===== config.mk =====
export PLATFORM = sky130hd
export DESIGN_NAME = load_store_unit
export DESIGN_NICKNAME = d
export VERILOG_FILES = /design/src/rtl/load_store_unit.sv
export SDC_FILE = /design/constraint.sdc
export NUM_CORES = 1
export LEC_CHECK = 0
export ABC_AREA = 1
export ABC_CLOCK_PERIOD_IN_PS = 2600
export CAP_MARGIN = 20
export CORE_ASPECT_RATIO = 1.25
export CORE_MARGIN = 3
export CORE_UTILIZATION = 40
export DETAILED_ROUTE_END_ITERATION = 7
export DONT_BUFFER_PORTS = 1
export GPL_TIMING_DRIVEN = 0
export MAX_ROUTING_LAYER = met4
export PLACE_DENSITY_LB_ADDON = 0.12
export SLEW_MARGIN = 20
export SYNTH_ARGS = -nofsm -noshare
export SYNTH_HDL_FRONTEND = slang
export SYNTH_SLANG_ARGS = --single-unit

===== constraint.sdc =====
create_clock -name clk -period 2.6 [get_ports clk]
set_input_delay 0.26 -clock clk [delete_from_list [all_inputs] [get_ports clk]]
set_output_delay 0.26 -clock clk [all_outputs]
set_load 0.02 [all_outputs]

===== src/rtl/load_store_unit.sv =====
// RV32 load/store unit: aligns and extends loads, builds store strobes/data,
// and runs a single-outstanding request/ack handshake with an ack timeout.
module load_store_unit #(
  parameter int unsigned ACK_TIMEOUT = 15
) (
  input  logic        clk,
  input  logic        rst,
  input  logic        start,
  input  logic        is_load,
  input  logic        is_store,
  input  logic [2:0]  funct3,
  input  logic [31:0] addr,
  input  logic [31:0] wdata,
  output logic        mem_req,
  output logic        mem_we,
  output logic [31:0] mem_addr,
  output logic [3:0]  mem_wstrb,
  output logic [31:0] mem_wdata,
  input  logic        mem_ack,
  input  logic [31:0] mem_rdata,
  output logic        busy,
  output logic        done,
  output logic [31:0] load_data,
  output logic        misaligned,
  output logic        bus_err,
  output logic [1:0]  state
);

  typedef enum logic [1:0] {IDLE = 2'd0, ACCESS = 2'd1, RESP = 2'd2} state_t;

  state_t      cur, nxt;
  logic [31:0] addr_r, wdata_r;
  logic [2:0]  f3_r;
  logic        load_r;
  logic [7:0]  cnt;
  logic        err_r, mis_r;
  logic        legal, aligned_ok, accept, fault, in_access, timeout;
  logic [31:0] shifted, extracted;

  // Handshake: mem_req rises in ACCESS and holds mem_addr/mem_we/mem_wstrb/
  // mem_wdata stable until the cycle mem_ack is sampled high (or timeout).
  always_comb begin
    legal      = 1'b0;
    aligned_ok = 1'b0;
    if (is_load) legal = (funct3 inside {3'b000, 3'b001, 3'b010, 3'b100, 3'b101});
    else         legal = (funct3 inside {3'b000, 3'b001, 3'b010});
    case (funct3[1:0])
      2'b00:   aligned_ok = 1'b1;
      2'b01:   aligned_ok = ~addr[0];
      2'b10:   aligned_ok = (addr[1:0] == 2'b00);
      default: aligned_ok = 1'b0;
    endcase
  end

  assign in_access = (cur == ACCESS);
  assign accept    = (cur == IDLE) & start & (is_load | is_store) & legal & aligned_ok;
  assign fault     = (cur == IDLE) & start & (is_load | is_store) & ~(legal & aligned_ok);
  assign timeout   = in_access & ~mem_ack & (cnt == 8'(ACK_TIMEOUT - 1));

  always_comb begin
    nxt = cur;
    case (cur)
      IDLE:    if (accept) nxt = ACCESS;
      ACCESS:  if (mem_ack || timeout) nxt = RESP;
      RESP:    nxt = IDLE;
      default: nxt = IDLE;
    endcase
  end

  // Halfwords are 2-byte aligned, so the byte shift also selects the half.
  always_comb begin
    shifted = mem_rdata >> {addr_r[1:0], 3'b000};
    case (f3_r)
      3'b000:  extracted = {{24{shifted[7]}}, shifted[7:0]};
      3'b100:  extracted = {24'd0, shifted[7:0]};
      3'b001:  extracted = {{16{shifted[15]}}, shifted[15:0]};
      3'b101:  extracted = {16'd0, shifted[15:0]};
      default: extracted = mem_rdata;
    endcase
  end

  always_ff @(posedge clk) begin
    if (!rst) begin
      cur       <= IDLE;
      cnt       <= 8'd0;
      load_data <= 32'd0;
      err_r     <= 1'b0;
      mis_r     <= 1'b0;
      addr_r    <= 32'd0;
      wdata_r   <= 32'd0;
      f3_r      <= 3'd0;
      load_r    <= 1'b0;
    end else begin
      cur   <= nxt;
      mis_r <= fault;
      if (accept) begin
        addr_r  <= addr;
        wdata_r <= wdata;
        f3_r    <= funct3;
        load_r  <= is_load;
        cnt     <= 8'd0;
        err_r   <= 1'b0;
      end
      if (in_access && !mem_ack) cnt <= cnt + 8'd1;
      if (in_access && mem_ack && load_r) load_data <= extracted;
      if (timeout) begin
        err_r <= 1'b1;
        if (load_r) load_data <= 32'd0;
      end
    end
  end

  always_comb begin
    mem_wstrb = 4'b0000;
    mem_wdata = wdata_r;
    case (f3_r[1:0])
      2'b00: begin
        mem_wstrb = 4'b0001 << addr_r[1:0];
        mem_wdata = {4{wdata_r[7:0]}};
      end
      2'b01: begin
        mem_wstrb = 4'b0011 << addr_r[1:0];
        mem_wdata = {2{wdata_r[15:0]}};
      end
      default: mem_wstrb = 4'b1111;
    endcase
    if (!(in_access && !load_r)) mem_wstrb = 4'b0000;
  end

  assign mem_req    = in_access;
  assign mem_we     = in_access & ~load_r;
  assign mem_addr   = {addr_r[31:2], 2'b00};
  assign busy       = in_access | accept;
  assign done       = (cur == RESP);
  assign bus_err    = (cur == RESP) & err_r;
  assign misaligned = mis_r;
  assign state      = cur;

endmodule

==> results.cfg, run 1 <==
[die]
rows = 47
ios = 213
start_util_pct = 41.8
die-area_sq_mm = 0.0156
core_area_sq_mm = 0.0135
die_h_um = 139
die_w_um = 112

[synth]
synthCells = 830
synth_seq_area_share_pct = 39.6
ys_ff_latch = 112
avgSynthCellArea_sq_um = 6.82
yosys_warnings = 0
synth_area_sq_mm = 0.00566
synth_cell_types = 32

[timing]
finalCriticalPeriod_ns = 2.35
setup_tns_ns = 0
min_period_over_period_pct = 90.2
hold_viol = 0
max_freq_mhz = 426
slew_headroom_pct = 47.6
setup_viol = 0
worstMarginPinSlew_ns = 0.777
slew_viol_final = 0
fin_skew_ns = 0.00710
rsz0062_at_grt = false

[layout]
n_antenna_cell = 0
fin_nets = 949
nFillCells = 1442
areaGrowthSynthToFinish_pct = 8.84
final_area_sq_mm = 0.00616
drive_gt1_share_pct = 14.2

[global_routing]
grt_use_met2_pct = 39.0
use_met3_pct = 7.20
top_usage_layer = met2
grtUsageTotal_pct = 22.4
grt_overflow = 0
grt_use_met1_pct = 25.0
antenna_found_initial = 0
grt_pass1_wl_mm = 27.3
grt_max_degree = 17
grt_pass1_vias = 5140

[setup_path]
path_cells = nand2_2 > nor2_1 > inv_1 > a21oi_1
slowest_delay_ns = 0.52
critPathMaxFanout = 4
startpoint_type = register
cp.arrival_ns = 2.09
crit_required_ns = 2.34
crit_type = reg -> out
reg2reg_slack_ns = 0.85
cp-end-kind = primary output
crit_slowest_cell = dfxtp_1

[pwr]
power-per-cell-area_mw_per_mm2 = 620
vdd_drop_max_mv = 0.313
leakage_uw = 0.00251

[routing]
postRouteAntennaNets = 0
firstDrtPassIters = 6
vias_per_cell = 5.21
dr_total_vias = 5286
drt_wl_total_mm = 17.3
drtIter0Drc = 231
routedWlPerCell_um = 17.1
drc = 0

[placed_design]
placed_cell_area_sq_mm = 0.00588
dp_hpwl_mm = 13.8
io_buffers = 0
gp_congestion = 0.975

[clock_network]
post_cts_buffers = 0
cts.sinks = 112
cts.hold.buffers_added = 0
cts_resized = 0
cts_tree = yes
clockRootBuffer = clkbuf_16
cts_buffers = 9
clk_path_buf_depth = 2
clk_latency_ns = 0.35
clk_pin_slew_ns = 0.07
cts.htree.levels = 3

[status]
status = completed

[run]
drv_cap = 0

[hold_path]
hold_class = in -> reg
-- synth_stat cells (all sizes together) --
| cell type | n | area (sq um) |
|---|---|---|
| inv | 31 | 116 |
| a21oi | 29 | 145 |
| or2 | 1 | 6.26 |
| nand3 | 54 | 290 |
| nor4 | 1 | 6.26 |
| nor2 | 202 | 808 |
| o211ai | 24 | 180 |
| nand2 | 186 | 761 |
| clkbuf | 16 | 60.1 |
| conb | 1 | 3.75 |
| buf | 69 | 493 |
| dfxtp | 112 | 2240 |
| nand3b | 1 | 7.51 |
| ha | 2 | 25.0 |
| xor2 | 2 | 17.5 |
| nor3 | 3 | 15.0 |
| o21ai | 91 | 455 |
| and3 | 1 | 6.26 |
| clkinv | 2 | 7.51 |
| nand4 | 2 | 12.5 |
-- sequential cells by signal, summed over array words and instances (netlist names) --
name / flops
load_r: 1
load_data: 32
misaligned: 1
addr_r: 32
err_r: 1
state: 2
f3_r: 3
cnt: 8
wdata_r: 32
-- metal layers --
metal	wire length [um]	vias to the layer above	part of all wire [%]
met5	0	-	0
met4	214	0	1.2
met3	1650	16	9.5
met2	8750	201	51
met1	6690	2420	39
li1	-	2649	-
-- cell type report --
type	instances	area [sq um]	share of cell area, %
plain buffers	85	553	8.98
clock inverters	3	43.8	0.711
clock buffers	10	239	3.88
well taps	171	214	3.47
inverters	33	124	2.01
multi-input cells	601	2740	44.5
flip-flops and latches	112	2240	36.4
-- path summary, 6_finish.rpt --
check | depth (start not counted) | start | end
max reg2reg | 8 | state[0]$_SDFFE_PN0P_ | load_data[23]$_SDFF_PN0_
min reg2reg | 2 | err_r$_SDFFE_PN0P_ | err_r$_SDFFE_PN0P_
min | 2 | addr[29] | addr_r[29]$_SDFFE_PN0P_
max | 4 | state[0]$_SDFFE_PN0P_ | mem_wstrb[2]
-- stage by stage --
step / setup slack, ns / total power [uW] / hold WS (ns) / util, % / std cells
6_report: 0.255 / 3820 / 0.0596 / 45.5 / 1015
5_1_grt: 0.0857 / 4010 / 0.0540 / 45.5 / 1015
3_3_place_gp: 0.586 / 2470 / 0.408 / 43.5 / 1002
2_1_floorplan: 0.870 / 2360 / 0.403 / - / 831
4_1_cts: 0.195 / 3870 / 0.0502 / 45.5 / 1015
3_5_place_dp: 0.596 / 2480 / 0.419 / 43.5 / 1002
-- cells in the final DEF, fill, tap and decap left out, types with 2 or more instances in the layout --
master     netlist  layout
nor3_1           3       3
clkbuf_1        16      16
o21ai_0         56      56
nand4_1          2       2
a21oi_1         29      29
inv_2           11      11
ha_1             2       2
nor2_2          11      11
nand2_4          2       2
nand3_2          4       4
nand2_8          2       2
o211ai_1        24      24
dfxtp_1        112     112
clkbuf_16        0       9
nand3_1         50      50
xor2_1           2       2
nor2_1         188     188
clkinv_1         2       2
o21ai_1         35      35
nand2_1        176     176
inv_1           20      20
nand2_2          6       6
buf_2           15      15
nor2_4           3       3
conb_1           1       2
buf_4           51      51
-- worst max-delay path, delay by kind of cell (launching register included) --
family,cells,cell delay [ns]
AND/OR/NAND/NOR,2,0.54
flip-flops,1,0.52
AO/OA/AOI/OAI,1,0.46
buffers and inverters,1,0.21
-- cell families after synthesis --
logic type               share of synthesized area, %
AO/OA/AOI/OAI                                    13.8
XOR/XNOR                                        0.310
adder cells (fa/ha/maj)                         0.442
buffers and inverters                            12.0
flip-flops                                       39.6
other                                          0.0663
AND/OR/NAND/NOR                                  33.8
-- report_power, final --
group	switching [uW]	total, uW	internal, uW
sequential	52.1	1840	1780
combinational	406	599	193
clock	621	1380	761
total	1080	3820	2740
No activity file was read; power rests on OpenSTA's default activity.
==> run 2, diff against run 1 <==
--- a/config.mk
+++ b/config.mk
@@ -11,10 +11,10 @@
 export CORE_ASPECT_RATIO = 1.25
 export CORE_MARGIN = 3
 export CORE_UTILIZATION = 40
+export CTS_CLUSTER_SIZE = 30
 export DETAILED_ROUTE_END_ITERATION = 7
 export DONT_BUFFER_PORTS = 1
 export GPL_TIMING_DRIVEN = 0
-export MAX_ROUTING_LAYER = met4
 export PLACE_DENSITY_LB_ADDON = 0.12
 export SLEW_MARGIN = 20
 export SYNTH_ARGS = -nofsm -noshare
==> run 2 against run 1 <==
- power increased by 0.97%
- non-clock buffer count unchanged
- routed wire length increased by 1.3%
- final area increased by 0.24%
- die area unchanged
- maximum frequency increased by 0.15%
- clock power increased by 3%
- first-iteration DRC count increased by 41%
- critical endpoint is now mem_wdata[9]
- highest routed layer unchanged
- largest power group unchanged
- worst hold slack got worse by 0.0082 ns
==> results.cfg, run 2 (synthesized netlist as in run 1, its figures left out) <==
[run]
drv_cap = 0

[clock_network]
cts.hold.buffers_added = 0
post_cts_buffers = 0
clk_path_buf_depth = 2
clockRootBuffer = clkbuf_16
clk_latency_ns = 0.35
cts.sinks = 112
clk_pin_slew_ns = 0.08
cts.htree.levels = 3
cts_tree = yes
cts_buffers = 9
cts_resized = 0

[setup_path]
crit_required_ns = 2.34
startpoint_type = register
crit_slowest_cell = o21ai_0
crit_type = reg -> out
path_cells = inv_2 > nand2_2 > clkinv_1 > o21ai_0
reg2reg_slack_ns = 0.84
slowest_delay_ns = 0.71
reg2reg_from = state[0]$_SDFFE_PN0P_
reg2reg_depth = 8
cp-end-kind = primary output
r2r_end = load_data[21]$_SDFF_PN0_
critPathMaxFanout = 10
cp.arrival_ns = 2.08

[global_routing]
antenna_found_initial = 0
grt_max_degree = 19
grt_pass1_vias = 5124
grtUsageTotal_pct = 22.1
grt_pass1_wl_mm = 27.5
grt_overflow = 0

[die]
die_h_um = 139
die_w_um = 112
core_area_sq_mm = 0.0135
start_util_pct = 41.8
rows = 47
die-area_sq_mm = 0.0156
ios = 213

[timing]
slew_headroom_pct = 47.0
fin_skew_ns = 0.00460
slew_viol_final = 0
hold_viol = 0
finalCriticalPeriod_ns = 2.34
setup_tns_ns = 0
min_period_over_period_pct = 90.1
setup_viol = 0
rsz0062_at_grt = false
worstMarginPinSlew_ns = 0.787
max_freq_mhz = 427

[pwr]
vdd_drop_max_mv = 0.289
leakage_uw = 0.00250
fin_total_pwr_uw = 3850
power-per-cell-area_mw_per_mm2 = 624

[routing]
routedWlPerCell_um = 17.2
drt_wl_total_mm = 17.5
firstDrtPassIters = 5
drtIter0Drc = 326
dr_total_vias = 5360
vias_per_cell = 5.27
postRouteAntennaNets = 0
drc = 0

[placed_design]
placed_cell_area_sq_mm = 0.00588
dp_hpwl_mm = 13.9
io_buffers = 0
gp_congestion = 0.958

[layout]
layout_commonest_cell = nor2_1
post-route-util_pct = 45.7
drive_gt1_share_pct = 14.4
final_area_sq_mm = 0.00617
n_antenna_cell = 0
fin_nets = 949
areaGrowthSynthToFinish_pct = 9.11
reg.largest.list = addr_r x32, load_data x32, wdata_r x32
layout_common_cells = 188 x nor2_1, 176 x nand2_1, 112 x dfxtp_1, 56 x o21ai_0, 51 x buf_4

[hold_path]
hold_class = in -> reg
hold_depth = 2
worstHoldStart = addr[29]
min_to = addr_r[29]$_SDFFE_PN0P_

[status]
status = completed
[run 2: where the power goes]
part	switching [uW]	internal (uW)	total [uW]
logic	407	193	600
registers	52.2	1780	1840
clock network	664	754	1420
total	1120	2730	3850
[run 2: area by class of cell]
cell class	count	area, sq um
buffer	85	553
sequential	112	2240
tap	171	214
fill	1455	7350
multi-input combinational	601	2740
clock inverter	6	68.8
clock buffer	10	229
inverter	33	124
[run 2: worst max path at each step]
stage	cells after the start	startpoint	slack, ns	end
2_1_floorplan	4	state[0]$_SDFFE_PN0P_	0.87	mem_wstrb[1]
3_3_place_gp	4	state[0]$_SDFFE_PN0P_	0.59	mem_wstrb[2]
3_5_place_dp	4	state[0]$_SDFFE_PN0P_	0.60	mem_wstrb[2]
4_1_cts	4	state[0]$_SDFFE_PN0P_	0.19	mem_wstrb[2]
5_1_grt	4	state[0]$_SDFFE_PN0P_	0.1	mem_wstrb[2]
6_report	4	f3_r[1]$_SDFFE_PN0P_	0.26	mem_wdata[9]
[run 2: worst max-delay path: cells and delay by family (launching register included)]
family	cells	cell delay, ns
AND/OR/NAND/NOR	1	0.22
buffers and inverters	2	0.41
flip-flops	1	0.39
AO/OA/AOI/OAI	1	0.71
[run 2: stage by stage]
| stage | hold WS (ns) | worst slack [ns] | std cells |
|---|---|---|---|
| 3_5_place_dp | 0.416 | 0.598 | 1002 |
| 4_1_cts | 0.0395 | 0.190 | 1018 |
| 6_report | 0.0514 | 0.258 | 1018 |
| 5_1_grt | 0.0530 | 0.0976 | 1018 |
| 3_3_place_gp | 0.408 | 0.589 | 1002 |
| 2_1_floorplan | 0.403 | 0.870 | 831 |
[run 2: routing by layer]
metal | vias to the layer above | share of wire [%] | global-route usage [%]
li1 | 2665 | - | -
met1 | 2438 | 37 | 24.6
met2 | 234 | 50 | 39.0
met3 | 23 | 11 | 7.51
met4 | 0 | 2.2 | 7.85
met5 | - | 0 | 0
